[src/rtl/alu_pkg.sv]
// Shared types for the two-requester ALU arbiter.
// Op codes, FSM states and the default datapath width.
package alu_pkg;

  localparam int ALU_WIDTH = 32;

  typedef enum logic [2:0] {
    OP_AND  = 3'b000,
    OP_OR   = 3'b001,
    OP_XOR  = 3'b010,
    OP_NOR  = 3'b011,
    OP_ADD  = 3'b100,
    OP_SUB  = 3'b101,
    OP_SLT  = 3'b110,
    OP_PASS = 3'b111
  } alu_op_e;

  typedef enum logic [1:0] {
    IDLE = 2'd0,
    EXEC = 2'd1,
    HOLD = 2'd2
  } arb_state_e;

endpackage

[src/rtl/alu_exec.sv]
// Combinational ALU: logic ops, modular add/sub, signed SLT, pass b.
// Shared by both requesters through the arbiter.
module alu_exec
  import alu_pkg::*;
#(
  parameter int WIDTH = ALU_WIDTH
) (
  input  alu_op_e          op,
  input  logic [WIDTH-1:0] a,
  input  logic [WIDTH-1:0] b,
  output logic [WIDTH-1:0] y
);

  logic lt;

  assign lt = $signed(a) < $signed(b);

  always_comb begin
    y = '0;
    unique case (op)
      OP_AND:  y = a & b;
      OP_OR:   y = a | b;
      OP_XOR:  y = a ^ b;
      OP_NOR:  y = ~(a | b);
      OP_ADD:  y = a + b;
      OP_SUB:  y = a - b;
      OP_SLT:  y = {{(WIDTH-1){1'b0}}, lt};
      OP_PASS: y = b;
      default: y = '0;
    endcase
  end

endmodule

[src/rtl/alu_arbiter.sv]
// Two-requester round-robin front end for one shared ALU.
// Define ALU_ARB_GRANT_CNT_EN to add a saturating grant_cnt output.
module alu_arbiter
  import alu_pkg::*;
#(
  parameter int WIDTH = ALU_WIDTH
) (
  input  logic             clk,
  input  logic             rst,
  input  logic             req0_valid,
  output logic             req0_ready,
  input  logic [2:0]       req0_op,
  input  logic [WIDTH-1:0] req0_a,
  input  logic [WIDTH-1:0] req0_b,
  input  logic             req1_valid,
  output logic             req1_ready,
  input  logic [2:0]       req1_op,
  input  logic [WIDTH-1:0] req1_a,
  input  logic [WIDTH-1:0] req1_b,
  output logic             rsp_valid,
  input  logic             rsp_ready,
  output logic             rsp_id,
  output logic [WIDTH-1:0] rsp_y
`ifdef ALU_ARB_GRANT_CNT_EN
  ,
  output logic [15:0]      grant_cnt
`endif
);

  arb_state_e       state;
  arb_state_e       state_nxt;
  logic             lp;
  logic             grant;
  logic             accept;
  alu_op_e          op_q;
  logic [WIDTH-1:0] a_q;
  logic [WIDTH-1:0] b_q;
  logic             id_q;
  logic [WIDTH-1:0] y;

  // On a tie the requester that did not win last time goes next.
  assign grant = (req0_valid && req1_valid) ? ~lp : req1_valid;

  always_comb begin
    req0_ready = 1'b0;
    req1_ready = 1'b0;
    state_nxt  = state;
    unique case (state)
      IDLE: begin
        if (!rst) begin
          req0_ready = req0_valid && !grant;
          req1_ready = req1_valid && grant;
        end
        if (req0_ready || req1_ready) state_nxt = EXEC;
      end
      EXEC: state_nxt = HOLD;
      HOLD: if (rsp_ready) state_nxt = IDLE;
      default: state_nxt = IDLE;
    endcase
  end

  assign accept = req0_ready || req1_ready;

  always_ff @(posedge clk) begin
    if (rst) begin
      state     <= IDLE;
      lp        <= 1'b1;
      rsp_valid <= 1'b0;
      rsp_y     <= '0;
      rsp_id    <= 1'b0;
      op_q      <= OP_AND;
      a_q       <= '0;
      b_q       <= '0;
      id_q      <= 1'b0;
    end else begin
      state <= state_nxt;
      if (accept) begin
        op_q <= alu_op_e'(grant ? req1_op : req0_op);
        a_q  <= grant ? req1_a : req0_a;
        b_q  <= grant ? req1_b : req0_b;
        id_q <= grant;
        lp   <= grant;
      end
      if (state == EXEC) begin
        rsp_valid <= 1'b1;
        rsp_y     <= y;
        rsp_id    <= id_q;
      end
      if (state == HOLD && rsp_ready) rsp_valid <= 1'b0;
    end
  end

  alu_exec #(.WIDTH(WIDTH)) u_exec (
    .op (op_q),
    .a  (a_q),
    .b  (b_q),
    .y  (y)
  );

`ifdef ALU_ARB_GRANT_CNT_EN
  always_ff @(posedge clk) begin
    if (rst) begin
      grant_cnt <= '0;
    end else if (accept && grant_cnt != 16'hFFFF) begin
      grant_cnt <= grant_cnt + 16'd1;
    end
  end
`else
  // No accept counter in this build.
`endif

endmodule

[config.mk]
export PLATFORM = sky130hd
export DESIGN_NAME = alu_arbiter
export DESIGN_NICKNAME = d
export VERILOG_FILES = /design/src/rtl/alu_pkg.sv /design/src/rtl/alu_exec.sv /design/src/rtl/alu_arbiter.sv
export SDC_FILE = /design/constraint.sdc
export NUM_CORES = 1
export LEC_CHECK = 0
export BUFFER_PORTS_ARGS = -buffer_cell sky130_fd_sc_hd__clkbuf_2
export CORE_MARGIN = 1.5
export CORE_UTILIZATION = 35
export CTS_CLUSTER_DIAMETER = 60
export CTS_CLUSTER_SIZE = 12
export DETAILED_ROUTE_END_ITERATION = 8
export REMOVE_ABC_BUFFERS = 1
export SLEW_MARGIN = 20
export SYNTH_ARGS = -nofsm -noshare
export SYNTH_HDL_FRONTEND = slang
export SYNTH_SLANG_ARGS = --single-unit
[constraint.sdc]
create_clock -name clk -period 6.35 [get_ports clk]
set_input_delay 1.5875 -clock clk [delete_from_list [all_inputs] [get_ports clk]]
set_output_delay 1.5875 -clock clk [all_outputs]
set_load 0.05 [all_outputs]
==> results of run 1 <==
stage by stage:
stage,cells,area (um2),total power (uW)
finish,1872,11500,2560
global route,1872,11500,2740
CTS,1872,11500,2570
detailed placement,1856,11200,2000
global placement,1856,11200,1980
floorplan,1281,9730,1670
cell type report:
type / instances / area [um2]
Inverter: 110 / 413
Clock buffer: 10 / 229
Timing Repair Buffer: 191 / 1000
Sequential cell: 105 / 2100
Fill cell: 2991 / 17100
Tap cell: 384 / 480
Clock inverter: 6 / 50.0
Multi-Input combinational cell: 1066 / 7240
registers in the layout, indices dropped and copies added (netlist names):
register / flops
rsp_id: 1
state: 2
lp: 1
rsp_valid: 1
b_q: 32
id_q: 1
rsp_y: 32
op_q: 3
a_q: 32
worst reg2reg max path, stage by stage (launching register included):
cell       delay, ns
dfxtp_1         0.35
inv_1           0.07
ha_1            0.23
fa_1            0.41
o21ba_2         0.23
o21ai_0         0.43
a2111o_1        0.31
and3b_1         0.19
a211oi_2        0.14
a2111oi_2       0.56
o21ai_0         0.23
a31o_2          0.28
a31o_2          0.22
worst max path at each step:
stage,startpoint,end,depth (start not counted),slack (ns)
final,rst,req0_ready,5,1.98
after detailed placement,rst,req0_ready,5,1.98
after CTS,rst,req0_ready,5,1.98
after global placement,rst,req0_ready,5,1.98
after global routing,rst,req0_ready,5,1.85
after floorplan,req1_valid,req0_ready,2,-6.08
power by group through the flow:
stage | Combinational (uW) | Sequential, uW | Clock, uW
after global placement | 1160 | 816 | 0
after detailed placement | 1180 | 818 | 0
after floorplan | 787 | 882 | 0
after global routing | 1320 | 814 | 606
final | 1200 | 803 | 565
after CTS | 1190 | 803 | 578
cell usage in the layout (no fill, tap or decap), drive strengths merged, types with 10 or more instances in the layout:
| master | netlist | routed |
|---|---|---|
| mux2i | 92 | 92 |
| dfxtp | 105 | 105 |
| o21ai | 100 | 100 |
| buf | 33 | 18 |
| clkbuf | 64 | 183 |
| a211oi | 81 | 81 |
| ha | 103 | 103 |
| a21o | 16 | 16 |
| o221ai | 10 | 10 |
| o211ai | 16 | 16 |
| a31oi | 13 | 13 |
| o21a | 17 | 17 |
| inv | 110 | 113 |
| nor3 | 28 | 28 |
| o22ai | 17 | 17 |
| nand3 | 21 | 21 |
| nor4 | 12 | 12 |
| nor2b | 16 | 16 |
| xnor2 | 13 | 13 |
| a21oi | 119 | 119 |
| o21bai | 11 | 11 |
| nand2 | 86 | 86 |
| nor2 | 171 | 171 |
cell families (layout without fill, tap and decap cells):
| kind of cell | Yosys count | count (layout) | synth area share |
|---|---|---|---|
| muxes | 95 | 95 | 0.0940 |
| AOI/OAI and AO/OA | 479 | 479 | 0.311 |
| and+or+nand+nor | 372 | 372 | 0.161 |
| adders and majority gates | 105 | 105 | 0.131 |
| xor gates and xnor gates | 15 | 15 | 0.0129 |
| buffers and inverters | 208 | 317 | 0.0827 |
| DFF | 105 | 105 | 0.207 |
routing by layer:
metal | GRT usage | wire (um) | vias to the layer above
li1 | - | - | 5176
met1 | 0.293 | 15600 | 4706
met2 | 0.350 | 14600 | 315
met3 | 0.0298 | 1710 | 53
met4 | 0.0728 | 930 | 0
met5 | 0 | 0 | -
==> run_results.csv, run 1 <==
group,metric,value,unit
run_status,status,"finished, final reports clean",
power,clockPowerShare,0.220,
clocking,clkTransAtPathRegs,0.08,ns
logic_synthesis,ys_warn_count,0,
flow_run,maxCapViolCount,0,
timing,period_minus_slack,4.37,ns
logic_synthesis,synth_area_leaders,"dfxtp_1, ha_1, mux2i_1, nor2_1, a21oi_1",
floorplan,start_util,0.355,
detailed_routing,first_iter_violations,819,
clocking,post_cts_buffers,0,
global_route,grt_pass1_wl,52.5,mm
worst_setup_path,rr_startpoint,"a_q[0]",
timing,whs,0.451,ns
floorplan,core_area,0.0286,mm2
placement,pre_cts_ws,1.98,ns
floorplan,rows,62,
timing,timing.final.ws_setup,1.98,ns
logic_synthesis,synth_area,0.0102,mm2
clocking,clock_sink_count,105,
detailed_routing,via_per_inst,5.48,
clocking,clk_root_buffer_cell,"clkbuf_16",
power,p_leak,0.00486,uW
worst_setup_path,cp_slowest_cell,"nor3_1",
logic_synthesis,ys_seq_area_frac,0.207,
power,p_switching,1140,uW
logic_synthesis,synth_cell_types,74,
logic_synthesis,yosys_most_used_dff,"dfxtp_1",
global_route,antenna_found_initial,0,
logic_synthesis,yosysTopAreaCellShare,0.207,
global_route,grt_usage,0.216,
worst_setup_path,worstSetupPathType,"in2out",
worst_setup_path,crit_path_end_kind,"primary output",
power,p_comb_frac,0.466,
logic_synthesis,synth_common_cells,"nor2_1, a21oi_1, inv_1",
clocking,cts_max_level,3,
detailed_routing,drc,0,
worst_setup_path,start_kind,"input pin",
clocking,clk_path_buf_depth,2,
cells_and_area,fin_util,0.402,
timing,slew_violations,0,
global_route,grt_pass1_vias,9766,
worst_setup_path,reg2reg_to,"rsp_y[28]",
clocking,tritoncts,"yes",
timing,tightestPinTransition,1.14,ns
detailed_routing,ant_nets,0,
detailed_routing,wire_per_inst,17.6,um
worst_setup_path,ff2ff_path_depth,12,
clocking,insertion_delay,0.37,ns
worst_setup_path,worstPathArrival,2.78,ns
power,internal_power,1430,uW
placement,place_hpwl,24.3,mm
floorplan,die_height,173,um
floorplan,ios,175,
timing,post-route-period-util,0.688,
power,pwr_density_cell,223,mW/mm2
timing,fin_skew,0.0138,ns
logic_synthesis,synth_top_cell_by_area,"dfxtp_1",
logic_synthesis,synth_cells,1379,
logic_synthesis,yosysMostFrequentCell,"nor2_1",
cells_and_area,drive_gt1_frac,0.157,
worst_setup_path,cp_num_buf_inv,2,
timing,max_slew_margin,0.221,
worst_hold_path,holdPathEnd,"rsp_y[2]",
cells_and_area,diodes,0,
power,ir_drop,138,uV
logic_synthesis,synthArstFlopShare,0,
timing,finalSetupViolations,0,
worst_hold_path,holdPathStages,2,
worst_setup_path,critPathMaxStageDelay,0.36,ns
worst_hold_path,min-delay-start,"rsp_y[2]",
timing,clock.fmax,229,MHz
placement,gp_congestion,0.933,
global_route,gr-total-overflow,0,
global_route,grt_max_degree,90,
worst_setup_path,path_cells,"buf_4 > nor3_1 > nand2_1 > nor2_1 > clkbuf_2",
logic_synthesis,synth_edf_count,0,
detailed_routing,wl,32.9,mm
logic_synthesis,ys_seq_elements,105,
power,p_seq_frac,0.313,
detailed_routing,vias,10300,
cells_and_area,fin_nets,1727,
cells_and_area,layout-area-overhead-vs-synth,13.4,%
timing,report.final.hold_viol_count,0,
floorplan,die_x,173,um
detailed_routing,drt-pass1-iter-count,7,
timing,rsz0062_at_grt,"false",
worst_setup_path,crit_required,4.76,ns
worst_setup_path,cp_top_family,"simple AND/OR/NAND/NOR gates",
placement,portBuffers,174,
logic_synthesis,syn_area_per_cell,7.36,um2
worst_setup_path,cp_max_fo,53,
worst_setup_path,rrSetupSlack,2.61,ns
floorplan,dieArea,0.0300,mm2
clocking,ctsHoldBuffers,0,
clocking,numCtsBuffers,9,
clocking,cts-resized-gates,0,
timing,fin_setup_tns,0,ns
worst_hold_path,hold_path_class,"reg2reg",
power,switching_share,0.444,
No activity file was read; power rests on OpenSTA's default activity.
==> run 2, diff against run 1 <==
clock period = 3.5 ns   (was 6.35 ns; I/O delays follow)
==> run 2 against run 1 <==
Critical path type is now reg2reg. Cell count increased by 2.1%. Worst setup slack got worse by 1.8 ns. Core utilization increased by 1.2 points. Critical endpoint is now rsp_y[29]. Largest cell class unchanged. Routed wire length increased by 5.1%. First-iteration DRC count decreased by 7.4%. Worst hold slack improved by 0.0013 ns. Power increased by 88%. Via count increased by 3.5%. Sequential cell count unchanged. Global-route usage increased by 1.3 points. Design area increased by 3.1%.
==> run_results.csv, run 2 (synthesis gave the netlist of run 1 again) <==
group,metric,value,unit
run_status,status,"finished, final reports clean",
power,pwr_density_cell,407,mW/mm2
power,p_total,4830,uW
worst_setup_path,rrSetupSlack,0.21,ns
timing,max_slew_margin,0.424,
cells_and_area,fin_nets,1766,
worst_setup_path,worstSetupStartpoint,"b_q[10]",
timing,slew_violations,0,
worst_setup_path,worstPathArrival,3.57,ns
detailed_routing,wl,34.6,mm
floorplan,dieArea,0.0300,mm2
global_route,grt_pass1_vias,9955,
power,p_seq_frac,0.298,
power,p_comb_frac,0.482,
floorplan,start_util,0.355,
worst_hold_path,holdPathEnd,"rsp_y[5]",
floorplan,rows,62,
worst_setup_path,cp_max_fo,6,
placement,gp_congestion,0.965,
timing,clock.fmax,304,MHz
cells_and_area,fin_util,0.415,
global_route,grt_usage,0.229,
cells_and_area,layout-area-overhead-vs-synth,16.9,%
floorplan,die_x,173,um
timing,rsz0062_at_grt,"false",
cells_and_area,mostFrequentLayoutCells,"clkbuf_2, nor2_1, a21oi_1, inv_1, dfxtp_1",
detailed_routing,drc,0,
cells_and_area,final_common_cell,"clkbuf_2",
worst_setup_path,start_kind,"flip-flop",
worst_setup_path,worstSetupPathType,"reg2reg",
timing,report.final.hold_viol_count,0,
cells_and_area,diodes,0,
placement,portBuffers,174,
clocking,insertion_delay,0.38,ns
clocking,tritoncts,"yes",
power,switching_share,0.441,
worst_setup_path,crit_required,3.78,ns
detailed_routing,vias,10600,
timing,period_minus_slack,3.29,ns
power,p_switching,2130,uW
worst_hold_path,min-delay-start,"rsp_y[5]",
worst_setup_path,reg2reg_to,"rsp_y[29]",
floorplan,ios,175,
global_route,antenna_found_initial,0,
clocking,clk_root_buffer_cell,"clkbuf_16",
timing,post-route-period-util,0.941,
power,internal_power,2700,uW
power,clockPowerShare,0.220,
timing,finalSetupViolations,0,
cells_and_area,drive_gt1_frac,0.180,
clocking,clock_sink_count,105,
clocking,clk_path_buf_depth,2,
global_route,gr-total-overflow,0,
power,p_leak,0.00509,uW
detailed_routing,first_iter_violations,758,
cells_and_area,reg_top3,"a_q (32), b_q (32), rsp_y (32)",
worst_setup_path,rr_startpoint,"b_q[10]",
clocking,numCtsBuffers,9,
worst_hold_path,hold_path_class,"reg2reg",
floorplan,die_height,173,um
clocking,ctsHoldBuffers,0,
flow_run,maxCapViolCount,0,
timing,fin_skew,0.0102,ns
placement,place_hpwl,25.9,mm
worst_setup_path,ff2ff_path_depth,11,
timing,tightestPinTransition,0.861,ns
floorplan,core_area,0.0286,mm2
global_route,grt_pass1_wl,55.3,mm
detailed_routing,via_per_inst,5.55,
global_route,grt_max_degree,136,
worst_setup_path,crit_path_end_kind,"flip-flop",
detailed_routing,drt-pass1-iter-count,6,
detailed_routing,ant_nets,0,
worst_hold_path,holdPathStages,2,
detailed_routing,wire_per_inst,18.1,um
clocking,cts_max_level,3,
power,ir_drop,252,uV
clocking,clkTransAtPathRegs,0.08,ns
run 2: repair_timing:
item,in CTS,in global routing
setup buffers,0,0
endpoints found under the setup margin,0,4
resized for setup,0,3
run 2: layout make-up:
class,instances,area (um2)
Sequential cell,105,2100
Tap cell,384,480
Multi-Input combinational cell,1066,7240
Clock inverter,6,48.8
Timing Repair Buffer,230,1340
Clock buffer,10,239
Inverter,110,413
Fill cell,2972,16800
run 2: worst max-delay path by stage:
| stage | end | slack [ns] | depth (start not counted) |
|---|---|---|---|
| floorplan | req0_ready | -7.50 | 2 |
| global placement | rsp_y[29] | 0.29 | 11 |
| detailed placement | rsp_y[29] | 0.24 | 11 |
| CTS | rsp_y[29] | 0.20 | 11 |
| global route | rsp_y[29] | 0.002 | 11 |
| finish | rsp_y[29] | 0.21 | 11 |
run 2: critical path, cell delays in order (launching register included):
cell and delay (ns):
dfxtp_1 0.40, inv_1 0.08, ha_2 0.37, inv_1 0.13
a2111o_1 0.41, a2111o_1 0.43, a31o_1 0.24, a211oi_2 0.28
nor3_1 0.11, or4_1 0.51, a31o_1 0.19, o41ai_1 0.05
run 2: routing by layer:
layer / vias up / wire length, um / track usage
li1: 5259 / - / -
met1: 4894 / 16200 / 0.314
met2: 401 / 15500 / 0.367
met3: 54 / 2090 / 0.0349
met4: 0 / 804 / 0.0736
met5: - / 0 / 0
run 2: power groups by stage:
stage	Sequential (uW)	Combinational [uW]	Clock [uW]
2_1_floorplan	1600	1430	0
3_3_place_gp	1460	2280	0
3_5_place_dp	1470	2290	0
4_1_cts	1440	2300	1080
5_1_grt	1460	2560	1130
6_report	1440	2330	1060
run 2: stage by stage:
step | cells | hold slack, ns | cell area [um2] | TNS (ns) | worst slack (ns)
global route | 1911 | 0.480 | 11900 | 0 | 0.00181
global placement | 1895 | 0.439 | 11600 | 0 | 0.291
floorplan | 1281 | 0.426 | 9730 | -378.92 | -7.50
detailed placement | 1895 | 0.447 | 11600 | 0 | 0.240
CTS | 1911 | 0.456 | 11900 | 0 | 0.200
finish | 1911 | 0.453 | 11900 | 0 | 0.205
==> run 3, diff against run 2 <==
--- a/constraint.sdc
+++ b/constraint.sdc
@@ -3,2 +3,2 @@
 set_output_delay 0.875 -clock clk [all_outputs]
-set_load 0.05 [all_outputs]
+set_load 0.01 [all_outputs]
==> run 3 against run 2 <==
Worst setup slack lost 0.032 ns. Core utilization grew 0.13 points. Count of clock-buffer cells in the layout is the same. Die area is the same. Sequential power is essentially flat. Register-to-register slack lost 0.03 ns. Combinational power shrank 4%. Worst hold slack is essentially flat. Largest power group unchanged. Clock skew shrank 0.0022 ns. Cell count grew 0.31%.
==> run_results.csv, run 3 (synthesis gave the netlist of run 1 again) <==
group,metric,value,unit
power,p_leak,0.00511,uW
placement,gp_congestion,0.979,
clocking,insertion_delay,0.37,ns
detailed_routing,drt-pass1-iter-count,8,
clocking,post_cts_buffers,0,
worst_setup_path,rrSetupSlack,0.17,ns
timing,finalSetupViolations,0,
clocking,clkTransAtPathRegs,0.08,ns
cells_and_area,drive_gt1_frac,0.183,
cells_and_area,fin_nets,1773,
global_route,grt_usage,0.229,
worst_setup_path,setup.worst_path.end,"rsp_y[28]",
power,internal_power,2750,uW
timing,period_minus_slack,3.33,ns
flow_run,maxCapViolCount,0,
floorplan,ios,175,
power,pwr_density_cell,398,mW/mm2
floorplan,die_x,173,um
worst_setup_path,worstSetupPathType,"reg2reg",
worst_setup_path,reg2reg_to,"rsp_y[28]",
cells_and_area,fin_util,0.416,
timing,fin_skew,0.00797,ns
worst_setup_path,rr_startpoint,"a_q[0]",
global_route,grt_pass1_vias,9884,
worst_setup_path,worstSetupStartpoint,"a_q[0]",
detailed_routing,wl,34.9,mm
floorplan,die_height,173,um
placement,place_inst,1902,
timing,whs,0.453,ns
detailed_routing,via_per_inst,5.52,
floorplan,rows,62,
clocking,clk_root_buffer_cell,"clkbuf_16",
timing,tightestPinTransition,0.837,ns
global_route,grt_pass1_wl,54.8,mm
power,switching_share,0.419,
placement,place_hpwl,26.3,mm
power,ir_drop,232,uV
floorplan,dieArea,0.0300,mm2
worst_setup_path,start_kind,"flip-flop",
worst_setup_path,worstPathArrival,3.59,ns
cells_and_area,final_common_cell,"clkbuf_2",
cells_and_area,mostFrequentLayoutCells,"clkbuf_2, nor2_1, a21oi_1, inv_1, ha_1",
detailed_routing,first_iter_violations,785,
clocking,clk_path_buf_depth,2,
clocking,cts_max_level,3,
detailed_routing,wire_per_inst,18.2,um
cells_and_area,diodes,0,
global_route,gr-total-overflow,0,
detailed_routing,drc,0,
timing,post-route-period-util,0.950,
timing,clock.fmax,301,MHz
timing,rsz0062_at_grt,"false",
clocking,cts-resized-gates,0,
floorplan,start_util,0.355,
power,p_switching,1990,uW
cells_and_area,layout-area-overhead-vs-synth,17.3,%
timing,slew_violations,0,
cells_and_area,reg_top3,"a_q (32), b_q (32), rsp_y (32)",
timing,report.final.hold_viol_count,0,
clocking,tritoncts,"yes",
cells_and_area,fin_cells,1917,
clocking,numCtsBuffers,9,
global_route,grt_max_degree,136,
floorplan,core_area,0.0286,mm2
placement,portBuffers,174,
detailed_routing,vias,10600,
worst_setup_path,crit_required,3.76,ns
worst_setup_path,ff2ff_path_depth,12,
detailed_routing,ant_nets,0,
clocking,clock_sink_count,105,
worst_setup_path,path_cells,"inv_1 > ha_1 > fa_1 > o21ba_2 > o21ai_0 > a2111o_1 > and3b_1 > a211oi_2 > a2111oi_2 > o21ai_0 > a31o_2 > a31o_2",
global_route,antenna_found_initial,0,
power,p_seq_frac,0.304,
clocking,ctsHoldBuffers,0,
worst_setup_path,crit_path_end_kind,"flip-flop",
timing,max_slew_margin,0.440,
worst_setup_path,cp_slowest_cell,"a2111oi_2",
worst_hold_path,hold_path_class,"reg2reg",
run_status,status,"finished, final reports clean",
power,p_comb_frac,0.471,
power,clockPowerShare,0.225,
worst_setup_path,cp_max_fo,5,
worst_setup_path,critPathMaxStageDelay,0.42,ns
run 3: critical path: cells and delay by family, from the launching register on:
kind                     cells  cell delay, ns
AO/OA/AOI/OAI                8            2.00
AND/OR/NAND/NOR              1            0.19
buffers and inverters        1            0.07
flip-flops                   1            0.36
adder cells (fa/ha/maj)      2            0.62
run 3: power groups by stage:
stage	Combinational (uW)	Clock, uW	Sequential (uW)
2_1_floorplan	1420	0	1490
3_3_place_gp	2190	0	1460
3_5_place_dp	2190	0	1470
4_1_cts	2200	1100	1440
5_1_grt	2460	1120	1460
6_report	2230	1070	1440
run 3: layer usage:
metal	vias to the layer above	GRT usage	part of all wire
met5	-	0	0
met1	4910	0.320	0.48
li1	5250	-	-
met2	363	0.368	0.44
met3	55	0.0270	0.056
met4	0	0.0717	0.023
run 3: area by class of cell:
cell class | instances | area (um2)
Fill cell | 2979 | 16700
Multi-Input combinational cell | 1066 | 7240
Sequential cell | 105 | 2110
Timing Repair Buffer | 237 | 1380
Tap cell | 384 | 480
Inverter | 110 | 413
Clock buffer | 10 | 229
Clock inverter | 5 | 57.6
run 3: through the flow:
| stage | power (uW) | worst slack [ns] | setup TNS (ns) | instance area (um2) |
|---|---|---|---|---|
| 2_1_floorplan | 2910 | -6.05 | -375.59 | 9730 |
| 3_3_place_gp | 3650 | 0.224 | 0 | 11600 |
| 3_5_place_dp | 3660 | 0.155 | 0 | 11600 |
| 4_1_cts | 4740 | 0.125 | 0 | 11900 |
| 5_1_grt | 5040 | 0.0165 | 0 | 11900 |
| 6_report | 4730 | 0.174 | 0 | 11900 |
run 3: how the worst min path moves through the flow:
stage | slack (ns) | startpoint | end | cells past startpoint
detailed placement | 0.45 | rsp_y[7] | rsp_y[7] | 2
global route | 0.46 | rsp_y[7] | rsp_y[7] | 2
global placement | 0.44 | rsp_y[7] | rsp_y[7] | 2
finish | 0.45 | rsp_y[7] | rsp_y[7] | 2
CTS | 0.45 | rsp_y[7] | rsp_y[7] | 2
floorplan | 0.43 | id_q | rsp_id | 2
